**src/rtl/digit_serial_add_pkg.sv**
```systemverilog
// digit_serial_add_pkg
//   Shared definitions for the digit-serial adder/subtractor:
//   - state_e      : FSM state encoding (IDLE=0, RUN=1, DONE=2)
//   - width_legal  : WIDTH/DIGIT legality test used at elaboration
//   - full_add     : single-bit full-adder cell, returns {carry, sum}
package digit_serial_add_pkg;

    typedef enum logic [1:0] {
        ST_IDLE = 2'd0,
        ST_RUN  = 2'd1,
        ST_DONE = 2'd2
    } state_e;

    function automatic bit width_legal(input int width, input int digit);
        return (digit >= 1) && (digit <= width) && ((width % digit) == 0);
    endfunction

    function automatic logic [1:0] full_add(input logic x, input logic y, input logic ci);
        return {(x & y) | (x & ci) | (y & ci), x ^ y ^ ci};
    endfunction

endpackage

```
**src/rtl/digit_serial_add_ripple_slice.sv**
```systemverilog
// ripple_slice
//   DIGIT-wide combinational ripple-carry adder built from full_add cells.
//   Ports:
//     x, y   in  [DIGIT]  addend digits
//     ci     in  1        carry into bit 0
//     sum    out [DIGIT]  digit sum
//     co     out 1        carry out of the top bit
//     c_msb  out 1        carry into the top bit (for overflow detection)
module ripple_slice
    import digit_serial_add_pkg::*;
#(
    parameter int DIGIT = 8
) (
    input  logic [DIGIT-1:0] x,
    input  logic [DIGIT-1:0] y,
    input  logic             ci,
    output logic [DIGIT-1:0] sum,
    output logic             co,
    output logic             c_msb
);

    logic [DIGIT:0] c;

    assign c[0] = ci;

    for (genvar i = 0; i < DIGIT; i++) begin : g_fa
        assign {c[i+1], sum[i]} = full_add(x[i], y[i], c[i]);
    end

    assign co    = c[DIGIT];
    assign c_msb = c[DIGIT-1];

endmodule

```
**src/rtl/digit_serial_add.sv**
```systemverilog
// digit_serial_add
//   Multi-cycle adder/subtractor processing DIGIT bits per clock over
//   N = WIDTH/DIGIT cycles, with a carry register linking the digits.
//   Ports:
//     clk    in   rising-edge clock
//     rst    in   synchronous active-high reset
//     start  in   request, accepted in IDLE or DONE
//     a, b   in   [WIDTH] operands, sampled with an accepted start
//     cin    in   carry-in for add (ignored for sub)
//     sub    in   0: a+b+cin, 1: a-b
//     s      out  [WIDTH] result, valid from done until next accepted start
//     cout   out  carry out of MSB (sub: 1 = no borrow)
//     ovf    out  signed overflow
//     busy   out  high while in RUN
//     done   out  one-cycle completion pulse
module digit_serial_add
    import digit_serial_add_pkg::*;
#(
    parameter int WIDTH = 32,
    parameter int DIGIT = 8
) (
    input  logic             clk,
    input  logic             rst,
    input  logic             start,
    input  logic [WIDTH-1:0] a,
    input  logic [WIDTH-1:0] b,
    input  logic             cin,
    input  logic             sub,
    output logic [WIDTH-1:0] s,
    output logic             cout,
    output logic             ovf,
    output logic             busy,
    output logic             done
);

    localparam int N     = WIDTH / DIGIT;
    localparam int IDX_W = (N > 1) ? $clog2(N) : 1;

    if (!width_legal(WIDTH, DIGIT)) begin : g_bad_cfg
        $error("digit_serial_add: WIDTH must be a multiple of DIGIT with 1 <= DIGIT <= WIDTH");
    end

    state_e             state_q, state_d;
    logic [IDX_W-1:0]   idx_q, idx_d;
    logic [WIDTH-1:0]   a_q, a_d;
    logic [WIDTH-1:0]   b_q, b_d;
    logic               carry_q, carry_d;
    logic [WIDTH-1:0]   s_q, s_d;
    logic               cout_q, cout_d;
    logic               ovf_q, ovf_d;
    logic               busy_q, busy_d;
    logic               done_q, done_d;

    logic [31:0]        base;
    logic [DIGIT-1:0]   x_dig, y_dig, sum_dig;
    logic               co_dig, msb_dig;
    logic               last;

    // b is stored pre-inverted for subtraction, so the slice only ever adds.
    assign base  = 32'(idx_q) * 32'(DIGIT);
    assign x_dig = a_q[base +: DIGIT];
    assign y_dig = b_q[base +: DIGIT];
    assign last  = (idx_q == IDX_W'(N - 1));

    ripple_slice #(.DIGIT(DIGIT)) u_slice (
        .x     (x_dig),
        .y     (y_dig),
        .ci    (carry_q),
        .sum   (sum_dig),
        .co    (co_dig),
        .c_msb (msb_dig)
    );

    always_comb begin
        state_d = state_q;
        idx_d   = idx_q;
        a_d     = a_q;
        b_d     = b_q;
        carry_d = carry_q;
        s_d     = s_q;
        cout_d  = cout_q;
        ovf_d   = ovf_q;
        busy_d  = 1'b0;
        done_d  = 1'b0;
        case (state_q)
            ST_IDLE, ST_DONE: begin
                if (start) begin
                    state_d = ST_RUN;
                    a_d     = a;
                    b_d     = b ^ {WIDTH{sub}};
                    carry_d = sub | cin;
                    idx_d   = '0;
                    busy_d  = 1'b1;
                end
            end
            ST_RUN: begin
                s_d[base +: DIGIT] = sum_dig;
                carry_d            = co_dig;
                if (last) begin
                    state_d = ST_DONE;
                    cout_d  = co_dig;
                    // On the final digit the slice's top bit is bit WIDTH-1.
                    ovf_d   = co_dig ^ msb_dig;
                    done_d  = 1'b1;
                end else begin
                    idx_d  = idx_q + IDX_W'(1);
                    busy_d = 1'b1;
                end
            end
            default: state_d = ST_IDLE;
        endcase
    end

    always_ff @(posedge clk) begin
        if (rst) begin
            state_q <= ST_IDLE;
            idx_q   <= '0;
            a_q     <= '0;
            b_q     <= '0;
            carry_q <= 1'b0;
            s_q     <= '0;
            cout_q  <= 1'b0;
            ovf_q   <= 1'b0;
            busy_q  <= 1'b0;
            done_q  <= 1'b0;
        end else begin
            state_q <= state_d;
            idx_q   <= idx_d;
            a_q     <= a_d;
            b_q     <= b_d;
            carry_q <= carry_d;
            s_q     <= s_d;
            cout_q  <= cout_d;
            ovf_q   <= ovf_d;
            busy_q  <= busy_d;
            done_q  <= done_d;
        end
    end

    assign s    = s_q;
    assign cout = cout_q;
    assign ovf  = ovf_q;
    assign busy = busy_q;
    assign done = done_q;

endmodule

```
**config.mk**
```make
export PLATFORM = sky130hd
export DESIGN_NAME = digit_serial_add
export DESIGN_NICKNAME = d
export VERILOG_FILES = /design/src/rtl/digit_serial_add_pkg.sv /design/src/rtl/digit_serial_add_ripple_slice.sv /design/src/rtl/digit_serial_add.sv
export SDC_FILE = /design/constraint.sdc
export NUM_CORES = 1
export LEC_CHECK = 0
export BUFFER_PORTS_ARGS = -buffer_cell sky130_fd_sc_hd__buf_2
export CAP_MARGIN = 20
export CORE_MARGIN = 3
export CORE_UTILIZATION = 37
export DETAILED_ROUTE_END_ITERATION = 8
export GPL_ROUTABILITY_DRIVEN = 1
export GPL_TIMING_DRIVEN = 0
export RECOVER_POWER = 100
export SETUP_SLACK_MARGIN = 0.3
export SLEW_MARGIN = 5
export SYNTH_ARGS = -nofsm -noshare
export SYNTH_HDL_FRONTEND = slang
export SYNTH_SLANG_ARGS = --single-unit
```
**constraint.sdc**
```tcl
create_clock -name clk -period 12.7 [get_ports clk]
set_input_delay 3.175 -clock clk [delete_from_list [all_inputs] [get_ports clk]]
set_output_delay 3.175 -clock clk [all_outputs]
set_load 0.05 [all_outputs]
```
==> results of run 1 <==
[cell families (layout without fill, tap and decap cells)]
| group | Yosys count | in the layout | synth area share |
|---|---|---|---|
| AO/OA/AOI/OAI | 108 | 108 | 0.164 |
| XOR/XNOR | 33 | 33 | 0.0636 |
| adder cells (fa/ha/maj) | 14 | 14 | 0.0518 |
| buffers and inverters | 50 | 169 | 0.0482 |
| flip-flops | 105 | 105 | 0.463 |
| multiplexers | 18 | 18 | 0.0837 |
| AND/OR/NAND/NOR | 129 | 129 | 0.126 |
[where the power goes]
part           internal [mW]  switching [mW]  leakage, nW
Combinational         0.0464          0.0694         1.07
Sequential             0.348          0.0109        0.860
Clock                  0.135           0.131        0.126
Total                  0.529           0.211         2.05
[final cells by class]
cell class | instances | area, um^2 | share of cell area
clock buffers | 9 | 225 | 0.0412
well taps | 143 | 179 | 0.0328
flip-flops and latches | 105 | 2100 | 0.385
inverters | 18 | 67.6 | 0.0124
plain buffers | 32 | 143 | 0.0261
clock inverters | 7 | 55.1 | 0.0101
multi-input cells | 302 | 2220 | 0.407
repair buffers | 103 | 468 | 0.0857
[critical path: stages, from the launching register on]
cell and delay [ns]:
dfxtp_1 0.38, clkbuf_1 0.52, clkbuf_1 0.58, mux4_2 0.36, fa_1 0.17, inv_1 0.06
fa_1 0.45, fa_1 0.46, fa_1 0.44, fa_1 0.39, fa_1 0.39, fa_1 0.43
inv_1 0.09, fa_1 0.41, nor2b_1 0.21, a22o_1 0.25
[per-layer routing]
layer	global-route usage	vias up	part of all wire
li1	-	1807	-
met2	0.277	152	0.45
met4	0.0436	0	0.013
met5	0	-	0
met3	0.0458	11	0.076
met1	0.247	1726	0.46
[through the flow]
stage                     hold WS (ns)  setup slack (ns)
final                            0.455              7.01
after global routing             0.468              6.71
after CTS                        0.457              7.21
after detailed placement         0.447              7.22
after global placement           0.439              7.27
after floorplan                  0.433              7.91
[flip-flops by register name (all words and copies together) (netlist names)]
signal	flops
cout	1
done	1
a_q	32
state_q	2
carry_q	1
b_q	32
idx_q	2
ovf	1
s	32
busy	1
[Yosys cell counts]
| master | n | area (um^2) |
|---|---|---|
| a21oi_1 | 42 | 210 |
| clkbuf_1 | 12 | 45.0 |
| a22o_1 | 32 | 280 |
| nand4bb_1 | 2 | 22.5 |
| nand2b_1 | 3 | 18.8 |
| inv_1 | 18 | 67.6 |
| nand3_1 | 4 | 20.0 |
| buf_4 | 1 | 7.51 |
| a211oi_1 | 32 | 240 |
| buf_2 | 16 | 80.1 |
| o32ai_1 | 1 | 8.76 |
| mux4_2 | 16 | 360 |
| nor2_2 | 1 | 6.26 |
| nor2b_1 | 3 | 18.8 |
| nor3b_4 | 1 | 18.8 |
| dfxtp_1 | 105 | 2100 |
| mux2i_1 | 2 | 20.0 |
| nand2_1 | 67 | 251 |
| buf_1 | 2 | 7.51 |
| nor3_1 | 1 | 5.00 |
| nor2b_2 | 1 | 8.76 |
| fa_1 | 8 | 160 |
| nor4_4 | 1 | 21.3 |
| buf_6 | 1 | 11.3 |
| or3b_1 | 1 | 8.76 |
| nor2_1 | 42 | 158 |
| nand3b_1 | 2 | 15.0 |
| xnor2_1 | 33 | 289 |
| o21ai_0 | 1 | 5.00 |
| ha_1 | 6 | 75.1 |
[final timing paths]
| path | start | to | slack [ns] |
|---|---|---|---|
| min | ovf$_SDFFE_PP0P_ | ovf$_SDFFE_PP0P_ | 0.45 |
| max | idx_q[1]$_SDFFE_PP0P_ | s[15]$_SDFFE_PP0P_ | 7.01 |
| min reg2reg | ovf$_SDFFE_PP0P_ | ovf$_SDFFE_PP0P_ | 0.45 |
| max reg2reg | idx_q[1]$_SDFFE_PP0P_ | s[15]$_SDFFE_PP0P_ | 7.01 |
==> run metrics, run 1 <==
run status finished, final reports clean; diode count 0; CP required 12.94 ns; final worst path period share 0.448; drt wl/cell 16.5 um; placed cell area ~5200 um^2; first-pass GRT wire length around 18000 um; CTS HTree Levels 3; Syn Area/Cell around 10 um^2; PortBufs 103; initial antenna violation count 0; Skew-Pair Late Insertion Delay between 0.3 and 0.4 ns; Yosys cell types 30; Rel. slew slack 0.544; nets@finish 654; GPL Wtd Cong 0.816; Reg2Reg Depth 15; vias between 3000 and 4000; CP arrival about 6 ns; Startpoint Class flip-flop; gr ovfl total 0; count of hold-fix buffers inserted at cts 0; Synth Register Bits 105; syn_nets 540; Total GRT Usage 0.177; Worst Max-Slew Pin Slew 0.683 ns; num rows 39; Fmax achieved 176 MHz; Max Cap Viol 0; crit path kind reg2reg; root buf cell clkbuf_16; post-layout util 0.466; Mapped Area 4540 um^2; Max IR drop VDD about 0.089 mV; post-route ant nets 0; worst clock skew between 0.005 and 0.006 ns; clock sink total about 110; nature of the critical path endpoint flip-flop; sequential area share after synthesis 0.463; Yosys warnings 0; filler instances around 1200; commonest cells after routing, fill and taps aside dfxtp_1 (105), buf_2 (74), nand2_1 (67); Initial DRC Count around 160; post_cts resized 0; share of layout cells above drive strength 1 0.194; vias in the first global route approximately 3600; Syn-to-layout area delta 20.2%; CORE AREA approximately 12000 um^2; final setup violating endpoints 0; Initial Utilization 0.388; chip height between 100 and 150 um; hold crit path type reg2reg; Vias/cell approximately 5; crit path time final approximately 5.7 ns; most common cell after layout, fill and taps aside dfxtp_1; largest net degree at the start of global routing 19; Final Hold Viols 0; cts bufs inserted 9; Power Dens Cells between 100 and 150 nW/um^2; placed insts 703; final instance area ~5500 um^2; Static Leak 2.05 nW; DRC Markers 0; DRT Pass-1 Iters 4; clock tree buffer depth 2; area of the die about 14000 um^2; Pwr Total between 0.7 and 0.8 mW; DIE WIDTH 117 um; setup bufs post-CTS 0; Top Ports approximately 110; total wire length about 12000 um; crit path max fanout 10; CTS tree built; Mapped Cells ~460; worst hold path cell count 2; RSZ-0062 raised after global routing false; DP Wirelength about 8800 um; Final Max Tran Viols 0; post-route setup TNS 0 ns; clock-pin slew of the registers on the worst-case setup and hold paths 0.07 ns; post-route insts no fill between 700 and 800
Power figures use the tool's default switching activity.
==> inputs of run 2 (changes only) <==
- ABC_AREA: not set -> 1
- clock period: 12.7 -> 5.3 ns (I/O delays scaled with it)
==> run 2 against run 1 <==
  * Core utilization fell by 0.42 points
  * Sequential power rose by 140%
  * Die area rose by 6.1%
  * Register-to-register slack got worse by 6.6 ns
==> run metrics, run 2 <==
Startpoint Class flip-flop (unchanged); Post-synth EDFFs 0 (unchanged); crit path kind reg2reg (unchanged); worst clock skew 0.0141 ns (was 0.00541 ns); num rows 41 (was 39); Mapped Area 4830 um^2 (was 4540 um^2); syn_nets 729 (was 540); CP max-delay cell fa_1 (was clkbuf_1); CP required 5.54 ns (was 12.94 ns); DRT Pass-1 Iters 5 (was 4); Syn Area/Cell 7.48 um^2 (was 9.94 um^2); first-pass GRT wire length 21400 um (was 18400 um); nets@finish 843 (was 654); critical path capture point s[15]$_SDFFE_PP0P_ (unchanged); final instance area 5860 um^2 (was 5460 um^2); largest net degree at the start of global routing 17 (was 19); count of hold-fix buffers inserted at cts 0 (unchanged); chip height 120 um (was 117 um); crit-path cells buf_6, clkbuf_2, nor2_1, o22ai_1, fa_1, inv_1, fa_1, fa_1, fa_1, fa_2, fa_1, fa_2, inv_1, fa_1, nand2_1, nor2_1, nand2_1, nand2_1, inv_1, nor2_1 (was clkbuf_1, clkbuf_1, mux4_2, fa_1, inv_1, fa_1, fa_1, fa_1, fa_1, fa_1, fa_1, inv_1, fa_1, nor2b_1, a22o_1); Post-synth ARST share 0 (unchanged); Initial DRC Count 293 (was 163); clock tree buffer depth 2 (unchanged); Reg-to-Reg Start idx_q[0]$_SDFFE_PP0P_ (was idx_q[1]$_SDFFE_PP0P_); DP Wirelength 10400 um (was 8830 um); post-route ant nets 0 (unchanged); root buf cell clkbuf_16 (unchanged); Synth Register Bits 105 (unchanged); area share of the largest cell type after synthesis 0.435 (was 0.463); crit path max fanout 10 (unchanged); Rel. slew slack 0.582 (was 0.544); diode count 0 (unchanged); DRC Markers 0 (unchanged); cts bufs inserted 9 (unchanged); Fmax achieved 203 MHz (was 176 MHz); commonest cells after routing, fill and taps aside nor2_1 (127), o21ai_0 (121), dfxtp_1 (104) (was dfxtp_1 (105), buf_2 (74), nand2_1 (67)); Total GRT Usage 0.185 (was 0.177); vias 4595 (was 3696); Vias/cell 4.90 (was 5.14); total wire length 13400 um (was 11900 um); commonest cells in the netlist nor2_1 (127), o21ai_0 (117), dfxtp_1 (105) (was dfxtp_1 (105), nand2_1 (67), a21oi_1 (42), nor2_1 (42), xnor2_1 (33)); Top cell by count, worst path fa_1 (unchanged); Final Max Tran Viols 0 (unchanged); Yosys cell types 28 (was 30); clock-pin slew of the registers on the worst-case setup and hold paths 0.07 ns (about the same); top post-synthesis cells by area dfxtp_1 (43%), o21ai_0 (12%), nor2_1 (9.9%) (was dfxtp_1 (46%), mux4_2 (7.9%), xnor2_1 (6.4%)); placed cell area 5560 um^2 (was 5240 um^2); final worst path period share 0.929 (was 0.448); vias in the first global route 4471 (was 3565); hold crit path type reg2reg (unchanged); Reg2Reg Depth 20 (was 15); DIE WIDTH 120 um (was 117 um); most common cell after layout, fill and taps aside nor2_1 (was dfxtp_1); Max IR drop VDD 0.181 mV (was 0.0893 mV); Initial Utilization 0.381 (was 0.388); Syn-to-layout area delta 21.1% (was 20.2%); most frequent cell after synthesis nor2_1 (was dfxtp_1); CP peak stage delay 0.46 ns (was 0.58 ns); Synth area leader dfxtp_1 (unchanged); crit path from idx_q[0]$_SDFFE_PP0P_ (was idx_q[1]$_SDFFE_PP0P_); Worst Max-Slew Pin Slew 0.630 ns (was 0.683 ns); reg2reg setup slack 0.37 ns (was 7.01 ns); nature of the critical path endpoint flip-flop (unchanged); final setup violating endpoints 0 (unchanged); run status finished, final reports clean (unchanged); RSZ-0062 raised after global routing false (unchanged); crit path time final 4.93 ns (was 5.69 ns); Top Ports 105 (unchanged); clock sink total 105 (unchanged); share of layout cells above drive strength 1 0.157 (was 0.194); Top FF cell, synth dfxtp_1 (unchanged); gr ovfl total 0 (unchanged); Static Leak 2.43 nW (was 2.05 nW); Skew-Pair Late Insertion Delay 0.36 ns (was 0.35 ns); FF-to-FF End s[15]$_SDFFE_PP0P_ (unchanged); area of the die 14500 um^2 (was 13600 um^2); drt wl/cell 14.3 um (was 16.5 um); initial antenna violation count 0 (unchanged); CTS tree built (unchanged); Yosys warnings 0 (unchanged); Mapped Cells 646 (was 457); PortBufs 102 (was 103); GPL Wtd Cong 0.875 (was 0.816); Final Hold Viols 0 (unchanged); sequential area share after synthesis 0.435 (was 0.463); CTS HTree Levels 3 (unchanged); CORE AREA 12700 um^2 (was 11700 um^2); CP arrival 5.16 ns (was 5.94 ns); Max Cap Viol 0 (unchanged); post-layout util 0.462 (was 0.466); Power Dens Cells 324 nW/um^2 (was 135 nW/um^2); Pwr Total 1.90 mW (was 0.740 mW)
-- run 2: area by class of cell --
type	instances	area, um^2
flip-flops and latches	105	2110
well taps	172	215
repair buffers	103	473
clock inverters	4	27.5
inverters	46	178
fillers	1336	6820
plain buffers	41	229
multi-input cells	454	2370
clock buffers	12	256
-- run 2: worst min path at each step --
stage / cells after the start / endpoint / start
after global placement: 2 / a_q[4]$_SDFFE_PP0P_ / a_q[4]$_SDFFE_PP0P_
after global routing: 2 / s[18]$_SDFFE_PP0P_ / s[18]$_SDFFE_PP0P_
after detailed placement: 2 / a_q[4]$_SDFFE_PP0P_ / a_q[4]$_SDFFE_PP0P_
final: 2 / a_q[5]$_SDFFE_PP0P_ / a_q[5]$_SDFFE_PP0P_
after CTS: 2 / a_q[4]$_SDFFE_PP0P_ / a_q[4]$_SDFFE_PP0P_
after floorplan: 2 / a_q[1]$_SDFFE_PP0P_ / a_q[1]$_SDFFE_PP0P_
-- run 2: critical path: cells and delay by family, from the launching register on --
| kind | cells | cell delay [ns] |
|---|---|---|
| AO/OA/AOI/OAI | 1 | 0.21 |
| adder cells (fa/ha/maj) | 8 | 3.11 |
| buffers and inverters | 5 | 0.62 |
| flip-flops | 1 | 0.41 |
| AND/OR/NAND/NOR | 6 | 0.45 |
-- run 2: stage by stage --
step           setup TNS, ns  hold WS, ns  worst slack [ns]  instances
2_1_floorplan              0        0.424             0.642        646
3_3_place_gp        -0.00284        0.441          -0.00284        920
3_5_place_dp          -0.166        0.449           -0.0832        920
4_1_cts                    0        0.460             0.308        936
5_1_grt                    0        0.487             0.151        937
6_report                   0        0.459             0.375        937
-- run 2: cell families (layout without fill, tap and decap cells) --
family / after synthesis / after routing / synth area share
flops: 105 / 105 / 0.435
buf+inv: 87 / 206 / 0.0769
xor+xnor: 33 / 33 / 0.0598
fa+ha+maj: 14 / 14 / 0.0487
simple gates: 205 / 205 / 0.170
compound gates: 202 / 202 / 0.210
-- run 2: what timing repair did --
| item | in CTS | in global routing |
|---|---|---|
| resized for setup | 13 | 11 |
| setup buffers | 0 | 1 |
| hold endpoints to repair | 0 | 0 |
| pin swaps | 1 | 4 |
| setup endpoints to repair | 6 | 4 |
-- run 2: power by group --
| group | switching, mW | internal [mW] |
|---|---|---|
| clock | 0.295 | 0.344 |
| sequential | 0.0319 | 0.844 |
| combinational | 0.245 | 0.136 |
| total | 0.573 | 1.32 |
-- run 2: routing by layer --
metal  track usage  up-vias  part of all wire
met5             0        -                 0
met4        0.0510        0             0.015
met3        0.0510       25             0.072
met1         0.241     2084              0.46
li1              -     2324                 -
met2         0.304      162              0.46
==> inputs of run 3 (changes only) <==
- CORE_ASPECT_RATIO: not set -> 0.8
==> run 3 against run 2 <==
  * Clock power is 7.0% higher
  * Combinational power is 2% higher
  * Count of clock-buffer cells in the layout is 2 lower
  * Worst setup slack worse by 0.031 ns
  * Flip-flop and latch count stayed put
  * Sequential power hardly changed
  * Via count stayed put
  * Power is 2.8% higher
  * Hold slack worse by 0.0054 ns
  * Critical path type unchanged
  * Largest cell class unchanged
==> run metrics, run 3 (synthesis results as in run 2) <==
run status finished, final reports clean (unchanged); Total GRT Usage 0.193 (was 0.185); Combinational Power Share 0.200 (was 0.201); Final Max Tran Viols 0 (unchanged); Initial Utilization 0.387 (was 0.381); FF-to-FF End s[15]$_SDFFE_PP0P_ (unchanged); Internal 1.36 mW (was 1.32 mW); clock sink total 105 (unchanged); num rows 36 (was 41); Initial DRC Count 342 (was 293); clock-pin slew of the registers on the worst-case setup and hold paths 0.07 ns (about the same); initial antenna violation count 0 (unchanged); switching share of power 0.301 (was 0.302); Top Ports 105 (unchanged); sequential power share 0.449 (was 0.462); nature of the critical path endpoint flip-flop (unchanged); post-route ant nets 0 (unchanged); PortBufs 102 (unchanged); crit path time final 4.96 ns (was 4.93 ns); Rel. slew slack 0.561 (was 0.582); root buf cell clkbuf_16 (unchanged); CTS tree built (unchanged); Final Hold Viols 0 (unchanged); hold crit path type reg2reg (unchanged); CP arrival 5.20 ns (was 5.16 ns); CTS HTree Levels 3 (unchanged); DRC Markers 0 (unchanged); CP required 5.55 ns (was 5.54 ns); clock tree buffer depth 2 (unchanged); CORE AREA 12500 um^2 (was 12700 um^2); final setup violating endpoints 0 (unchanged); commonest cells after routing, fill and taps aside nor2_1 (127), o21ai_0 (120), dfxtp_1 (104) (was nor2_1 (127), o21ai_0 (121), dfxtp_1 (104)); area of the die 14500 um^2 (about the same); Startpoint Class flip-flop (unchanged); drt wl/cell 14.9 um (was 14.3 um); Power Dens Cells 332 nW/um^2 (was 324 nW/um^2); nets@finish 842 (was 843); crit path max fanout 10 (unchanged); worst hold path cell count 2 (unchanged); Vias/cell 4.91 (was 4.90); placed insts 919 (was 920); Max Cap Viol 0 (unchanged); crit path kind reg2reg (unchanged); WHS Endpoint a_q[5]$_SDFFE_PP0P_ (unchanged); GPL Wtd Cong 0.904 (was 0.875); Skew-Pair Late Insertion Delay 0.35 ns (was 0.36 ns); first-pass GRT wire length 22000 um (was 21400 um); vias 4595 (unchanged); final worst path period share 0.935 (was 0.929); DRT Pass-1 Iters 5 (unchanged); worst hold start a_q[5]$_SDFFE_PP0P_ (unchanged); vias in the first global route 4481 (was 4471); sw power 0.587 mW (was 0.573 mW); DP Wirelength 10700 um (was 10400 um); RSZ-0062 raised after global routing false (unchanged); largest net degree at the start of global routing 18 (was 17); Fmax achieved 202 MHz (was 203 MHz); Reg-to-Reg Start idx_q[0]$_SDFFE_PP0P_ (unchanged); post-route setup TNS 0 ns (unchanged); share of layout cells above drive strength 1 0.156 (was 0.157); filler instances 1300 (was 1336); Reg2Reg Depth 20 (unchanged); Static Leak 2.43 nW (about the same); reg2reg setup slack 0.34 ns (was 0.37 ns); DIE WIDTH 134 um (was 120 um); post-route insts no fill 935 (was 937); cts bufs inserted 9 (unchanged); worst clock skew 0.00610 ns (was 0.0141 ns); most common cell after layout, fill and taps aside nor2_1 (unchanged); gr ovfl total 0 (unchanged); chip height 108 um (was 120 um); Max IR drop VDD 0.164 mV (was 0.181 mV); post-layout util 0.470 (was 0.462); Pwr Total 1.95 mW (was 1.90 mW); count of hold-fix buffers inserted at cts 0 (unchanged); diode count 0 (unchanged); Syn-to-layout area delta 21.4% (was 21.1%); Worst Max-Slew Pin Slew 0.659 ns (was 0.630 ns); clock share of power 0.351 (was 0.337); total wire length 13900 um (was 13400 um)
[run 3: changes by cell type in the layout (fill, tap and decap cells not counted), sizes merged]
cell      change
bufinv        +1
buf           -1
clkinvlp      -1
clkinv        +2
clkbuf        -2
[run 3: timing repair]
action,in CTS,in global routing
endpoints found under the setup margin,7,4
pin swaps,2,2
setup buffers,0,0
resized for setup,18,8
[run 3: metal layers]
| layer | up-vias | track usage | part of all wire |
|---|---|---|---|
| met5 | - | 0 | 0 |
| li1 | 2320 | - | - |
| met2 | 144 | 0.297 | 0.43 |
| met3 | 19 | 0.0484 | 0.064 |
| met4 | 0 | 0.0543 | 0.017 |
| met1 | 2112 | 0.271 | 0.49 |
[run 3: final cells by class]
type	count	area (um^2)	share of cell area
inverters	46	175	0.0298
well taps	171	214	0.0365
flip-flops and latches	105	2110	0.359
clock inverters	6	67.6	0.0115
repair buffers	102	465	0.0793
plain buffers	41	238	0.0405
clock buffers	10	239	0.0407
multi-input cells	454	2360	0.403
[run 3: worst max-delay path: stages (launching register included)]
cell,delay (ns)
dfxtp_1,0.43
buf_6,0.18
clkbuf_4,0.23
nor2_1,0.07
o22ai_1,0.26
fa_1,0.24
inv_1,0.06
fa_1,0.46
fa_2,0.43
fa_1,0.45
fa_1,0.40
fa_2,0.35
fa_2,0.37
inv_1,0.09
fa_1,0.44
nand2_1,0.12
nor2_1,0.08
nand2_1,0.07
nand2_1,0.05
inv_1,0.04
nor2_1,0.03
[run 3: metrics by stage]
step	hold slack (ns)	setup slack, ns	cell area, um^2
2_1_floorplan	0.424	0.642	4830
3_3_place_gp	0.434	0.0250	5560
3_5_place_dp	0.443	-0.0775	5560
4_1_cts	0.453	0.313	5910
5_1_grt	0.461	0.193	5870
6_report	0.453	0.343	5870
[run 3: power groups by stage]
stage,logic [mW],clock network [mW],registers (mW)
after floorplan,0.225,0,0.917
after global placement,0.371,0,0.891
after detailed placement,0.378,0,0.892
after CTS,0.388,0.692,0.875
after global routing,0.429,0.725,0.881
final,0.390,0.684,0.875
[run 3: how the worst max path moves through the flow]
stage	slack, ns	cells past startpoint	end	from
4_1_cts	0.31	20	s[15]$_SDFFE_PP0P_	idx_q[0]$_SDFFE_PP0P_
2_1_floorplan	0.64	20	s[15]$_SDFFE_PP0P_	idx_q[0]$_SDFFE_PP0P_
3_3_place_gp	0.03	20	s[15]$_SDFFE_PP0P_	idx_q[0]$_SDFFE_PP0P_
3_5_place_dp	-0.08	20	s[15]$_SDFFE_PP0P_	idx_q[0]$_SDFFE_PP0P_
5_1_grt	0.19	20	s[15]$_SDFFE_PP0P_	idx_q[0]$_SDFFE_PP0P_
6_report	0.34	20	s[15]$_SDFFE_PP0P_	idx_q[0]$_SDFFE_PP0P_
